**src/rtl/i2c_pkg.sv**
```systemverilog
// Shared types and constants for the byte-level I2C master.
// Quarter encoding and FSM states live here so the timer and top agree.
package i2c_pkg;

  typedef enum logic [2:0] {
    ST_IDLE,
    ST_HOLD,
    ST_START,
    ST_DATA,
    ST_STOP
  } state_t;

  typedef enum logic [1:0] {
    Q0,
    Q1,
    Q2,
    Q3
  } quarter_t;

  localparam int MIN_LIMIT = 2;

endpackage

```
**src/rtl/i2c_quarter_timer.sv**
```systemverilog
// Quarter-period timer: latches the divisor at command accept, then
// emits one tick per L cycles and steps the Q0..Q3 phase on each tick.
module i2c_quarter_timer
  import i2c_pkg::*;
#(
  parameter int DIV_W = 16
) (
  input  logic             clk,
  input  logic             rst_n,
  input  logic             i_load,
  input  logic [DIV_W-1:0] i_limit,
  input  logic             i_run,
  output logic             o_tick,
  output logic [1:0]       o_phase
);

  logic [DIV_W-1:0] r_lim;
  logic [DIV_W-1:0] r_cnt;
  logic [DIV_W-1:0] w_eff;
  logic             r_wait;
  logic [1:0]       r_phase;

  assign w_eff = (i_limit < DIV_W'(MIN_LIMIT)) ?
                 DIV_W'(MIN_LIMIT) : i_limit;

  // r_wait idles the accept-follow cycle so Q0 starts one cycle later
  assign o_tick = i_run && !r_wait &&
                  (r_cnt == r_lim - DIV_W'(1));

  assign o_phase = r_phase;

  always_ff @(posedge clk or negedge rst_n) begin
    if (!rst_n) begin
      r_lim   <= '0;
      r_cnt   <= '0;
      r_wait  <= 1'b0;
      r_phase <= 2'd0;
    end else if (i_load) begin
      r_lim   <= w_eff;
      r_cnt   <= '0;
      r_wait  <= 1'b1;
      r_phase <= 2'd0;
    end else if (i_run) begin
      if (r_wait) begin
        r_wait <= 1'b0;
      end else if (o_tick) begin
        r_cnt   <= '0;
        r_phase <= r_phase + 2'd1;
      end else begin
        r_cnt <= r_cnt + DIV_W'(1);
      end
    end
  end

endmodule

```
**src/rtl/i2c_byte_master.sv**
```systemverilog
// Byte-level I2C master: optional START, 8 data bits + ACK, optional
// STOP, with the bus left held (SCL/SDA low) between chained bytes.
module i2c_byte_master
  import i2c_pkg::*;
#(
  parameter int DIV_W = 16
) (
  input  logic             clk,
  input  logic             rst_n,
  input  logic [DIV_W-1:0] limit,
  input  logic             cmd_valid,
  output logic             cmd_ready,
  input  logic             cmd_start,
  input  logic             cmd_stop,
  input  logic             cmd_rw,
  input  logic             cmd_ack,
  input  logic [7:0]       wdata,
  output logic             rsp_valid,
  output logic [7:0]       rdata,
  output logic             rsp_nack,
  output logic             busy,
  output logic             bus_held,
  output logic             scl_oe,
  output logic             sda_oe,
  input  logic             sda_in
);

  state_t     r_state;
  state_t     w_ns;
  logic [3:0] r_bit;
  logic [3:0] w_nbit;
  logic       r_rw;
  logic       r_ack;
  logic       r_stop;
  logic [7:0] r_wdata;
  logic [7:0] r_shift;
  logic [7:0] r_rdata;
  logic       r_nack_s;
  logic       r_rsp_nack;
  logic       r_rsp_valid;
  logic       r_scl_oe;
  logic       r_sda_oe;
  logic       r_held;

  logic       w_ready;
  logic       w_busy;
  logic       w_accept;
  logic       w_tick;
  logic [1:0] w_ph_raw;
  quarter_t   w_phase;
  quarter_t   w_nq;
  logic       w_done;
  logic [2:0] w_idx;
  logic       w_bitsda;
  logic       w_scl;
  logic       w_sda;
  logic       w_held;

  assign w_ready  = (r_state == ST_IDLE) ||
                    (r_state == ST_HOLD);
  assign w_busy   = !w_ready;
  assign w_accept = cmd_valid && w_ready;
  assign w_phase  = quarter_t'(w_ph_raw);

  i2c_quarter_timer #(
    .DIV_W(DIV_W)
  ) u_timer (
    .clk    (clk),
    .rst_n  (rst_n),
    .i_load (w_accept),
    .i_limit(limit),
    .i_run  (w_busy),
    .o_tick (w_tick),
    .o_phase(w_ph_raw)
  );

  always_comb begin
    w_ns   = r_state;
    w_nbit = r_bit;
    w_done = 1'b0;
    w_nq   = w_tick ? quarter_t'(w_ph_raw + 2'd1) : w_phase;
    if (w_tick && (w_phase == Q3)) begin
      unique case (r_state)
        ST_START: w_ns = ST_DATA;
        ST_DATA: begin
          if (r_bit != 4'd0) begin
            w_nbit = r_bit - 4'd1;
          end else if (r_stop) begin
            w_ns = ST_STOP;
          end else begin
            w_ns   = ST_HOLD;
            w_done = 1'b1;
          end
        end
        ST_STOP: begin
          w_ns   = ST_IDLE;
          w_done = 1'b1;
        end
        default: ;
      endcase
    end
  end

  // Line levels for the quarter about to begin (oe=1 pulls low)
  always_comb begin
    w_idx    = w_nbit[2:0] - 3'd1;
    w_bitsda = (w_nbit == 4'd0) ? (r_rw & ~r_ack)
                                : (~r_rw & ~r_wdata[w_idx]);
    w_scl  = r_scl_oe;
    w_sda  = r_sda_oe;
    w_held = 1'b1;
    unique case (w_ns)
      ST_IDLE: begin
        w_scl  = 1'b0;
        w_sda  = 1'b0;
        w_held = 1'b0;
      end
      ST_HOLD: begin
        w_scl = 1'b1;
        w_sda = 1'b1;
      end
      ST_START: begin
        unique case (w_nq)
          Q0:      w_sda = 1'b0;
          Q1:      w_scl = 1'b0;
          Q2:      w_sda = 1'b1;
          default: w_scl = 1'b1;
        endcase
      end
      ST_DATA: begin
        w_scl = (w_nq == Q0) || (w_nq == Q3);
        w_sda = w_bitsda;
      end
      ST_STOP: begin
        unique case (w_nq)
          Q0: begin
            w_scl = 1'b1;
            w_sda = 1'b1;
          end
          Q1: w_scl = 1'b0;
          Q2: begin
            w_sda  = 1'b0;
            w_held = 1'b0;
          end
          default: begin
            w_scl  = 1'b0;
            w_sda  = 1'b0;
            w_held = 1'b0;
          end
        endcase
      end
      default: ;
    endcase
  end

  always_ff @(posedge clk or negedge rst_n) begin
    if (!rst_n) begin
      r_state     <= ST_IDLE;
      r_bit       <= 4'd0;
      r_rw        <= 1'b0;
      r_ack       <= 1'b0;
      r_stop      <= 1'b0;
      r_wdata     <= 8'd0;
      r_shift     <= 8'd0;
      r_rdata     <= 8'd0;
      r_nack_s    <= 1'b0;
      r_rsp_nack  <= 1'b0;
      r_rsp_valid <= 1'b0;
      r_scl_oe    <= 1'b0;
      r_sda_oe    <= 1'b0;
      r_held      <= 1'b0;
    end else begin
      r_rsp_valid <= 1'b0;
      if (w_accept) begin
        r_state <= (cmd_start || (r_state == ST_IDLE)) ?
                   ST_START : ST_DATA;
        r_bit   <= 4'd8;
        r_rw    <= cmd_rw;
        r_ack   <= cmd_ack;
        r_stop  <= cmd_stop;
        r_wdata <= wdata;
      end else begin
        r_state  <= w_ns;
        r_bit    <= w_nbit;
        r_scl_oe <= w_scl;
        r_sda_oe <= w_sda;
        r_held   <= w_held;
        if ((r_state == ST_DATA) && w_tick && (w_phase == Q1)) begin
          if (r_bit != 4'd0) begin
            r_shift <= {r_shift[6:0], sda_in};
          end else begin
            r_nack_s <= sda_in;
          end
        end
        if (w_done) begin
          r_rsp_valid <= 1'b1;
          if (r_rw) begin
            r_rdata    <= r_shift;
            r_rsp_nack <= 1'b0;
          end else begin
            r_rsp_nack <= r_nack_s;
          end
        end
      end
    end
  end

  assign cmd_ready = w_ready;
  assign busy      = w_busy;
  assign bus_held  = r_held;
  assign rsp_valid = r_rsp_valid;
  assign rdata     = r_rdata;
  assign rsp_nack  = r_rsp_nack;
  assign scl_oe    = r_scl_oe;
  assign sda_oe    = r_sda_oe;

endmodule

```
**config.mk**
```make
export PLATFORM = sky130hd
export DESIGN_NAME = i2c_byte_master
export DESIGN_NICKNAME = d
export VERILOG_FILES = /design/src/rtl/i2c_pkg.sv /design/src/rtl/i2c_quarter_timer.sv /design/src/rtl/i2c_byte_master.sv
export SDC_FILE = /design/constraint.sdc
export NUM_CORES = 1
export LEC_CHECK = 0
export BUFFER_PORTS_ARGS = -buffer_cell sky130_fd_sc_hd__buf_2
export CAP_MARGIN = 25
export CORE_ASPECT_RATIO = 1.75
export CORE_MARGIN = 2
export CORE_UTILIZATION = 45
export DETAILED_ROUTE_END_ITERATION = 10
export PLACE_DENSITY_LB_ADDON = 0.12
export SLEW_MARGIN = 30
export SYNTH_ARGS = -nofsm -noshare
export SYNTH_HDL_FRONTEND = slang
export SYNTH_HIERARCHICAL = 1
export SYNTH_SLANG_ARGS = --single-unit
```
**constraint.sdc**
```tcl
create_clock -name clk -period 4.14 [get_ports clk]
set_input_delay 0.414 -clock clk [delete_from_list [all_inputs] [get_ports clk]]
set_output_delay 0.414 -clock clk [all_outputs]
set_load 0.02 [all_outputs]
```
# Word-level counts from Yosys, hierarchy flattened
# Cells that the tools add are included.
# W data, S select, Z words.
dict set report totals {
  word_cells 117
  ff_bits 75
}
dict set report classes {
  n_lt_le_gt_ge 2
  muxes 39
  bitwise_logic 7
  n_reduce_logical 26
  eq_ne 20
  addsub 5
}
# op count
set op_table {}
lappend op_table {{$mux W16} 5}
lappend op_table {{$add A16 B1 Y16 const B} 1}
lappend op_table {{$eq A16 B16 Y1} 1}
lappend op_table {{$lt A16 B2 Y1 const B} 1}
lappend op_table {{$mux W4} 4}
lappend op_table {{$sub A16 B1 Y16 const B} 1}
lappend op_table {{$eq A3 B2 Y1 const B} 4}
lappend op_table {{$mux W1} 12}
lappend op_table {{$mux W3} 4}
lappend op_table {{$pmux W1 S2} 6}
lappend op_table {{$pmux W1 S5} 2}
lappend op_table {{$pmux W3 S3} 1}
lappend op_table {{$reduce_and A3 Y1} 3}
lappend op_table {{$mux W2} 4}
lappend op_table {{$reduce_and A4 Y1} 2}
lappend op_table {{$eq A2 B2 Y1 const B} 3}
lappend op_table {{$eq A3 B1 Y1 const B} 2}
lappend op_table {{$eq A3 B3 Y1 const B} 2}
lappend op_table {{$logic_and A1 B1 Y1} 6}
lappend op_table {{$logic_not A3 Y1} 2}
lappend op_table {{$ne A2 B2 Y1 const B} 3}
lappend op_table {{$not A1 Y1} 5}
lappend op_table {{$reduce_bool A5 Y1} 1}
lappend op_table {{$eq A2 B1 Y1 const B} 2}
lappend op_table {{15 further kinds} 22}

# Longest topological paths before layout
# Gate-level depths: netlist (run 1).
dict set report depth {
  depth_word 14
  mapped_depth 21
  mapped_depth_nobuf 20
}

# Hierarchy
# The synthesis (run 1) kept the hierarchy.
# mod area_per_inst_um2 cells_per_inst seq_area_each_um2 instances
set by_module_without_submodules {}
lappend by_module_without_submodules {i2c_quarter_timer 2234.6 235 875.8 1}
lappend by_module_without_submodules {i2c_byte_master 2200.9 222 1001.0 1}

# Least setup slack after synthesis (run 1)
# OpenSTA, ideal clock, no wires.
dict set report synth_path {
  kind {register to register}
  startpoint {register u_timer.r_lim[0]}
  endpoint {register r_sda_oe (netlist: sda_oe)}
  arrival_ps 4253
  path_stages_with_launch 19
  slack_ps -195
  n_path_buf 2
  setup_ps 82
  cell_sequence {dfrtp_1 inv_1 ha_1 nor3b_1 o21ai_0 a31o_2 a31oi_1 a2bb2oi_2 nor3_1 buf_2 and2_1 buf_2 a31oi_1 nor2_1 ha_1 mux2_2 o311ai_0 o211ai_1 a31oi_1}
}
dict set report synth_between {
  elab_chain_cells 12
  elab_cells_between_ends 29
  cone_classes {add/sub (2); eq/ne (9); mux (9); bitwise (2); reduce/logical (7)}
}
# element line
set synth_rtl {}
lappend synth_rtl {{from (decl)} i2c_quarter_timer.sv:17} ;# logic [DIV_W-1:0] r_lim;
lappend synth_rtl {{from (signal assigned)} i2c_quarter_timer.sv:39} ;# r_lim <= w_eff;
lappend synth_rtl {{$sub A16 B1 Y16 (*)} i2c_quarter_timer.sv:28} ;# (r_cnt == r_lim - DIV_W'(1));
lappend synth_rtl {{$eq A16 B16 Y1 (*)} i2c_quarter_timer.sv:28}
lappend synth_rtl {{$logic_and A1 B1 Y1 (*)} i2c_quarter_timer.sv:27} ;# assign o_tick = i_run && !r_wait &&
lappend synth_rtl {{net w_tick} i2c_byte_master.sv:48} ;# logic w_tick;
lappend synth_rtl {{$logic_and A1 B1 Y1} i2c_byte_master.sv:82} ;# if (w_tick && (w_phase == Q3)) begin
lappend synth_rtl {{$mux W4} i2c_byte_master.sv:82}
lappend synth_rtl {{$sub A3 B1 Y3} i2c_byte_master.sv:106} ;# w_idx = w_nbit[2:0] - 3'd1;
lappend synth_rtl {{$bmux W1 S3} i2c_byte_master.sv:108} ;# : (~r_rw & ~r_wdata[w_idx]);
lappend synth_rtl {{$mux W1 (implied by the code)} i2c_byte_master.sv:108}
lappend synth_rtl {{$not A1 Y1} i2c_byte_master.sv:108}
lappend synth_rtl {{$and A1 B1 Y1} i2c_byte_master.sv:108}
lappend synth_rtl {{$mux W1} i2c_byte_master.sv:107} ;# w_bitsda = (w_nbit == 4'd0) ? (r_rw & ~r_ack)
lappend synth_rtl {{$pmux W1 S5} i2c_byte_master.sv:112} ;# unique case (w_ns)
lappend synth_rtl {{to (signal assigned)} i2c_byte_master.sv:186} ;# r_sda_oe <= w_sda;
lappend synth_rtl {{to (decl)} i2c_byte_master.sv:42} ;# logic r_sda_oe;
# The timed path passes the listed nets; every way through them passes the cells marked *. The select of a mux whose other input is x is not followed.
# A chain may end at the register's enable or synchronous reset.

# Worst setup path after layout (run 1)
dict set report layout_path {
  startpoint {register u_timer.r_lim[3]}
  endpoint {register r_sda_oe (netlist: sda_oe)}
}
# The elaborated chain is that of the path after synthesis.

==> impl_metrics.yaml, run 1 <==
yosys:
  netlist_area_sq_um: 4440
  syn_nets: 499
  synth_flop_cell: "dfrtp_1"
  synth_area_leader_cell: "dfrtp_1"
  synth.yosys.seq_area_share: 0.423
  ys_types: 68
  synthTopCellsByArea: "dfrtp_1 (42%), mux2_2 (6.3%), nand2_1 (4.7%)"
  yosysWarnings: 6
  synth_edf_count: 0
  synth-seq-cells: 75
  async_reset_ff_frac: 1.00
  syn_inst: 457
  synth.most_common_cell: "dfrtp_1"
  synth_common_cells: "dfrtp_1 (75), nand2_1 (55), nor2_1 (40)"
  synth_top_area_share: 0.423
  synth_area_per_cell_sq_um: 9.71
setup_path:
  crit_path_top_delay_cell: "dfrtp_2"
  crit_chain: "buf_6 > nor4_4 > nand3_1 > or3_1 > a311oi_2 > a21oi_2 > nor3_2 > buf_4 > and2_4 > a31oi_4 > nor2_4 > buf_4 > ha_2 > or3b_4 > a31o_4 > o21ai_4 > nor2_1 > o211ai_1 > a31oi_1"
  reg2reg_slack_ns: 0.18
  max_stage_delay_ns: 0.44
  crit_top_cell: "buf_4"
  worstSetupStartpointType: "register"
  worstPathArrival_ns: 4.18
  crit_required_ns: 4.36
  critPathBufInv: 3
  cp-end-kind: "register"
  cp_max_fo: 7
  reg2reg_depth: 19
  r2r-end: "sda_oe"
  critPathKind: "register to register"
  cp_top_family: "simple AND/OR/NAND/NOR gates"
  r2r_start: "u_timer/r_lim[3]"
sta:
  min_period_over_period: 0.956
  hold_ws_ns: 0.0920
  max-slew-margin-rel: 0.532
  slew_violations: 0
  max_clock_freq_mhz: 253
  worst_pin_slew_ns: 0.700
  setup_viol: 0
  period_minus_slack_ns: 3.96
  tns_ns: 0
  timing.final.ws_setup_ns: 0.183
  hold_viol_final: 0
  fin_worst_skew_ns: 0.0103
global_routing:
  grt_max_degree: 76
  track_usage: 0.214
  grt_overflow_total: 0
  grt_pass1_wl_microns: 17600
  grt_pass1_vias: 3718
  antenna_found_initial: 0
pwr:
  p_per_area_nw_per_um2: 382
  swShare: 0.310
  clock_power_share: 0.385
  comb_power_share: 0.194
  leakage_nw: 2.54
  seqPwrFrac: 0.421
  p_int_mw: 1.47
  p_switching_mw: 0.657
  ir_worst_vdd_mv: 0.239
placed_design:
  routabilityCongestion: 0.899
  pre_cts_slack_ns: -0.141
  dp_hpwl_microns: 7990
  portBuffers: 46
  placed_area_sq_um: 4930
detailed_routing:
  antenna_left: 0
  drt_iter0_markers: 143
  wl_per_cell_microns: 16.9
  drc: 0
  wl_microns: 11200
  dr_total_vias: 3735
  drtPass1Iterations: 4
  viasPerCell: 5.64
clocking:
  root_buffer: "clkbuf_16"
  clk_pin_slew_ns: 0.06
  cts_tree: "yes"
  cts_buffers: 9
  cts_num_sinks: 75
  cts_buffer_depth: 2
  clk_latency_ns: 0.35
  htreeDepth: 3
die:
  die_area_sq_um: 10700
  ios: 47
  start_util: 0.456
  std_cell_rows: 48
  fp.dieH_microns: 135
  die_x_microns: 79.1
  coreArea_sq_um: 9730
worst_hold_path:
  hold_class: "primary input to asynchronous set/reset pin"
final_layout:
  area_growth_pct: 25.2
  fin_nets: 574
  fin_area_sq_um: 5550
  n_antenna_cell: 0
  drive_gt1_frac: 0.324
flow_run:
  cap_violations: 0
run_status:
  status: "finished clean"
-- logic make-up (layout without fill, tap and decap cells) --
kind of cell | after synthesis | in the layout | share of synthesized area
buffers and inverters | 40 | 120 | 0.0398
XOR/XNOR | 36 | 36 | 0.0711
AO/OA/AOI/OAI | 71 | 71 | 0.117
adder cells (fa/ha/maj) | 10 | 10 | 0.0282
flip-flops | 75 | 75 | 0.423
AND/OR/NAND/NOR | 187 | 187 | 0.225
multiplexers | 38 | 38 | 0.0962
-- timing repair --
action                                  4_1_cts  5_1_grt
gates resized for setup                       2       43
pin swaps                                     1       17
hold buffers                                  0        0
endpoints found under the setup margin        1        2
setup buffers                                 1       11
-- cell usage in the layout, fill, tap and decap left out, drive strengths merged, types with 4 or more instances in the layout --
| cell | count |
|---|---|
| inv | 22 |
| and3 | 6 |
| or3 | 5 |
| mux2i | 4 |
| buf | 84 |
| dfrtp | 75 |
| xor2 | 18 |
| nor4 | 10 |
| a21oi | 18 |
| mux2 | 34 |
| nor4b | 4 |
| a31oi | 5 |
| o31ai | 5 |
| nand2 | 55 |
| ha | 10 |
| clkbuf | 9 |
| o21ai | 16 |
| nand3 | 14 |
| nor2b | 6 |
| xnor2 | 18 |
| nor3 | 10 |
| nand4 | 11 |
| a31o | 4 |
| nor2 | 41 |
-- routing by layer --
layer	GRT usage	wire length (microns)
met1	0.219	4140
met2	0.397	6080
met3	0.0307	338
met4	0.136	631
met5	0	0
-- power by group through the flow --
stage / clock network, mW / registers (mW) / logic (mW)
2_1_floorplan: 0 / 0.855 / 0.287
3_3_place_gp: 0 / 0.900 / 0.370
3_5_place_dp: 0 / 0.902 / 0.379
4_1_cts: 0.839 / 0.889 / 0.382
5_1_grt: 0.862 / 0.901 / 0.459
6_report: 0.818 / 0.894 / 0.411
-- worst max-delay path by stage --
stage                     start      to  slack (ns)  depth (start not counted)
3_3_place_gp   u_timer/r_lim[1]  sda_oe        0.07                         18
2_1_floorplan  u_timer/r_lim[0]  sda_oe       0.002                         18
6_report       u_timer/r_lim[3]  sda_oe        0.18                         19
3_5_place_dp   u_timer/r_lim[1]  sda_oe       -0.14                         20
5_1_grt        u_timer/r_lim[3]  sda_oe       -0.07                         19
4_1_cts        u_timer/r_lim[1]  sda_oe        0.02                         18
-- stage by stage --
step                       util  power (mW)  std cells
after detailed placement  0.506        1.28        634
after CTS                 0.540        2.11        651
final                     0.571        2.12        662
after floorplan               -        1.14        457
after global routing      0.571        2.22        662
after global placement    0.506        1.27        634
-- final cells by class --
type | instances | area [sq um]
Timing Repair Buffer | 84 | 526
Clock inverter | 7 | 82.6
Sequential cell | 75 | 1880
Inverter | 20 | 75.1
Multi-Input combinational cell | 342 | 2610
Fill cell | 885 | 4180
Tap cell | 125 | 156
Clock buffer | 9 | 225
-- state kept, by name, indices dropped and copies added (netlist names) --
name,cells
scl_oe,1
r_rw,1
r_nack_s,1
r_stop,1
r_state,3
u_timer/r_lim,16
rsp_valid,1
rdata,8
sda_oe,1
r_wdata,8
u_timer/r_cnt,16
u_timer/o_phase,2
rsp_nack,1
r_ack,1
u_timer/r_wait,1
r_shift,8
bus_held,1
r_bit,4
Note: power is estimated with default switching activity, not from simulation.
==> inputs of run 2 (changes only) <==
Settings changed: ABC_AREA from default to 1.
==> run 2 against run 1 <==
Effect of this change:
- synthesized area grew 4.1%
- fmax grew 6.6%
- register-to-register slack gained 0.24 ns
- die area grew 4.0%
- clock power grew 19%
- utilization shrank 3.9 points
==> impl_metrics.yaml, run 2 <==
yosys:
  synth_area_leader_cell: "dfrtp_1"
  synth_top_area_share: 0.406
  synth_area_per_cell_sq_um: 7.64
  yosys.area_share.simple: 0.363
  async_reset_ff_frac: 1.00
  synth_xor_area_frac: 0.0436
  synth.yosys.seq_area_share: 0.406
  synth-compound-area-share: 0.0563
  ys_types: 34
  synth_fa_ha_area_frac: 0.0271
  syn_nets: 647
  yosysWarnings: 6
  syn_inst: 605
  synthTopCellsByArea: "dfrtp_1 (41%), nand2_1 (15%), inv_1 (5.6%)"
  netlist_area_sq_um: 4620
  synth_flop_cell: "dfrtp_1"
  synth.most_common_cell: "nand2_1"
  synth.area.mux_share: 0.0366
  synth-seq-cells: 75
  synth_edf_count: 0
  synth_top_family_by_area: "simple AND/OR/NAND/NOR gates"
  synth_common_cells: "nand2_1 (180), dfrtp_1 (75), inv_1 (69)"
die:
  std_cell_rows: 49
  fp.dieH_microns: 138
  coreArea_sq_um: 10100
  ios: 47
  die_x_microns: 80.6
  start_util: 0.457
  die_area_sq_um: 11100
final_layout:
  fin_cells: 789
  fin_area_sq_um: 5380
  n_antenna_cell: 0
  layout_common_cells: "nand2_1 (180), dfrtp_1 (75), inv_1 (69)"
  reg_top3: "u_timer/r_cnt x16, u_timer/r_lim x16"
  final_core_utilization: 0.532
  fin_nets: 699
  area_growth_pct: 16.5
  final_common_cell: "nand2_1"
  drive_gt1_frac: 0.211
clocking:
  root_buffer: "clkbuf_16"
  clk_pin_slew_ns: 0.06
  clk_latency_ns: 0.33
  postCtsSetupBuffers: 0
  ctsHoldBuffers: 0
  cts_tree: "yes"
  cts_buffer_depth: 2
  htreeDepth: 3
  cts_buffers: 9
  cts_num_sinks: 75
run_status:
  status: "finished clean"
detailed_routing:
  drtPass1Iterations: 4
  dr_total_vias: 4023
  route.met2.wl_microns: 6420
  viasPerCell: 5.10
  wl_met3_microns: 392
  antenna_left: 0
  wl_microns: 11200
  drt_iter0_markers: 179
  m1WireLength_microns: 3950
  drc: 0
  wl_per_cell_microns: 14.2
  top_layer_used: "met4"
sta:
  setup_viol: 0
  slew_violations: 0
  rsz0062_at_grt: "no"
  hold_viol_final: 0
  period_minus_slack_ns: 3.71
  timing.final.ws_setup_ns: 0.428
  max-slew-margin-rel: 0.533
  min_period_over_period: 0.897
  tns_ns: 0
  worst_pin_slew_ns: 0.700
  fin_worst_skew_ns: 0.00579
  max_clock_freq_mhz: 269
  hold_ws_ns: 0.0973
setup_path:
  critPathKind: "register to register"
  worstSetupStartpointType: "register"
  crit_start: "u_timer/r_lim[0]"
  reg2reg_depth: 27
  reg2reg_slack_ns: 0.43
  worstPathArrival_ns: 3.92
  r2r_start: "u_timer/r_lim[0]"
  cp-end-kind: "register"
  crit_required_ns: 4.35
  cp_max_fo: 7
pwr:
  ir_worst_vdd_mv: 0.234
  p_per_area_nw_per_um2: 323
  leakage_nw: 2.75
  power_mw: 1.74
global_routing:
  grt_pass1_vias: 4011
  antenna_found_initial: 0
  track_usage: 0.217
  grt_overflow_total: 0
  grt_max_degree: 76
  grt_pass1_wl_microns: 18500
placed_design:
  portBuffers: 46
  pre_cts_slack_ns: 0.451
  routabilityCongestion: 0.894
  place.detailed.instances: 773
  dp_hpwl_microns: 8720
  placed_area_sq_um: 5000
worst_hold_path:
  hold_class: "primary input to asynchronous set/reset pin"
flow_run:
  cap_violations: 0
run 2: changes by cell type in the layout (fill, tap and decap cells not counted), sizes merged, moves of 10 or more:
cell,before,now
nand2,55,193
inv,22,75
nor2,41,86
buf,84,48
nand3,14,48
o21ai,16,36
mux2,34,15
a21oi,18,4
xnor2,18,8
run 2: metal layers:
metal	vias up	GRT usage
met1	1869	0.219
met4	0	0.105
met5	-	0
met2	97	0.413
li1	2032	-
met3	25	0.0339
run 2: worst max-delay path, stage by stage, from the launching register on:
cell and delay (ns):
dfrtp_1 0.40, inv_1 0.16, ha_2 0.23, nand3_2 0.12
nor2_2 0.23, nand2_1 0.09, nand3_1 0.11, nand2_1 0.06
nor2_1 0.08, nand2_1 0.09, nor2_4 0.15, nand2_4 0.11
inv_1 0.15, nand2_1 0.13, inv_2 0.12, nand3_2 0.14
a21oi_1 0.30, ha_1 0.31, inv_1 0.09, nand3_1 0.08
nand2_1 0.07, nand2_1 0.04, nand3_1 0.06, nand2_1 0.05
nand2_1 0.05, nand2_1 0.05, nand2_1 0.05, nand2_1 0.05
run 2: final timing paths:
| path | endpoint |
|---|---|
| worst min-delay path | r_wdata[4] |
| min in group clk | r_wdata[2] |
| worst max-delay path | sda_oe |
| worst max register to register | sda_oe |
| max in group asynchronous | u_timer/r_lim[13] |
| worst min register to register | rsp_nack |
run 2: cell families after synthesis:
family	count (synthesis)
buffers and inverters	82
flip-flops	75
adder cells (fa/ha/maj)	10
multiplexers	15
AND/OR/NAND/NOR	353
XOR/XNOR	23
AO/OA/AOI/OAI	47
run 2: report_power, final:
part,switching [mW],leakage (nW),internal (mW)
logic,0.0208,1.67,0.0115
clock network,0.319,0.182,0.656
registers,0,0.892,0.733
total,0.339,2.75,1.40
run 2: area by class of cell:
class	instances	area, sq um
clock buffers	9	225
clock inverters	7	149
fillers	968	4730
inverters	75	282
multi-input cells	448	2440
flip-flops and latches	75	1880
well taps	127	159
repair buffers	48	251
run 2: what timing repair did:
item,CTS,global route
endpoints found under the setup margin,0,1
resized for setup,0,2
hold endpoints to repair,0,0
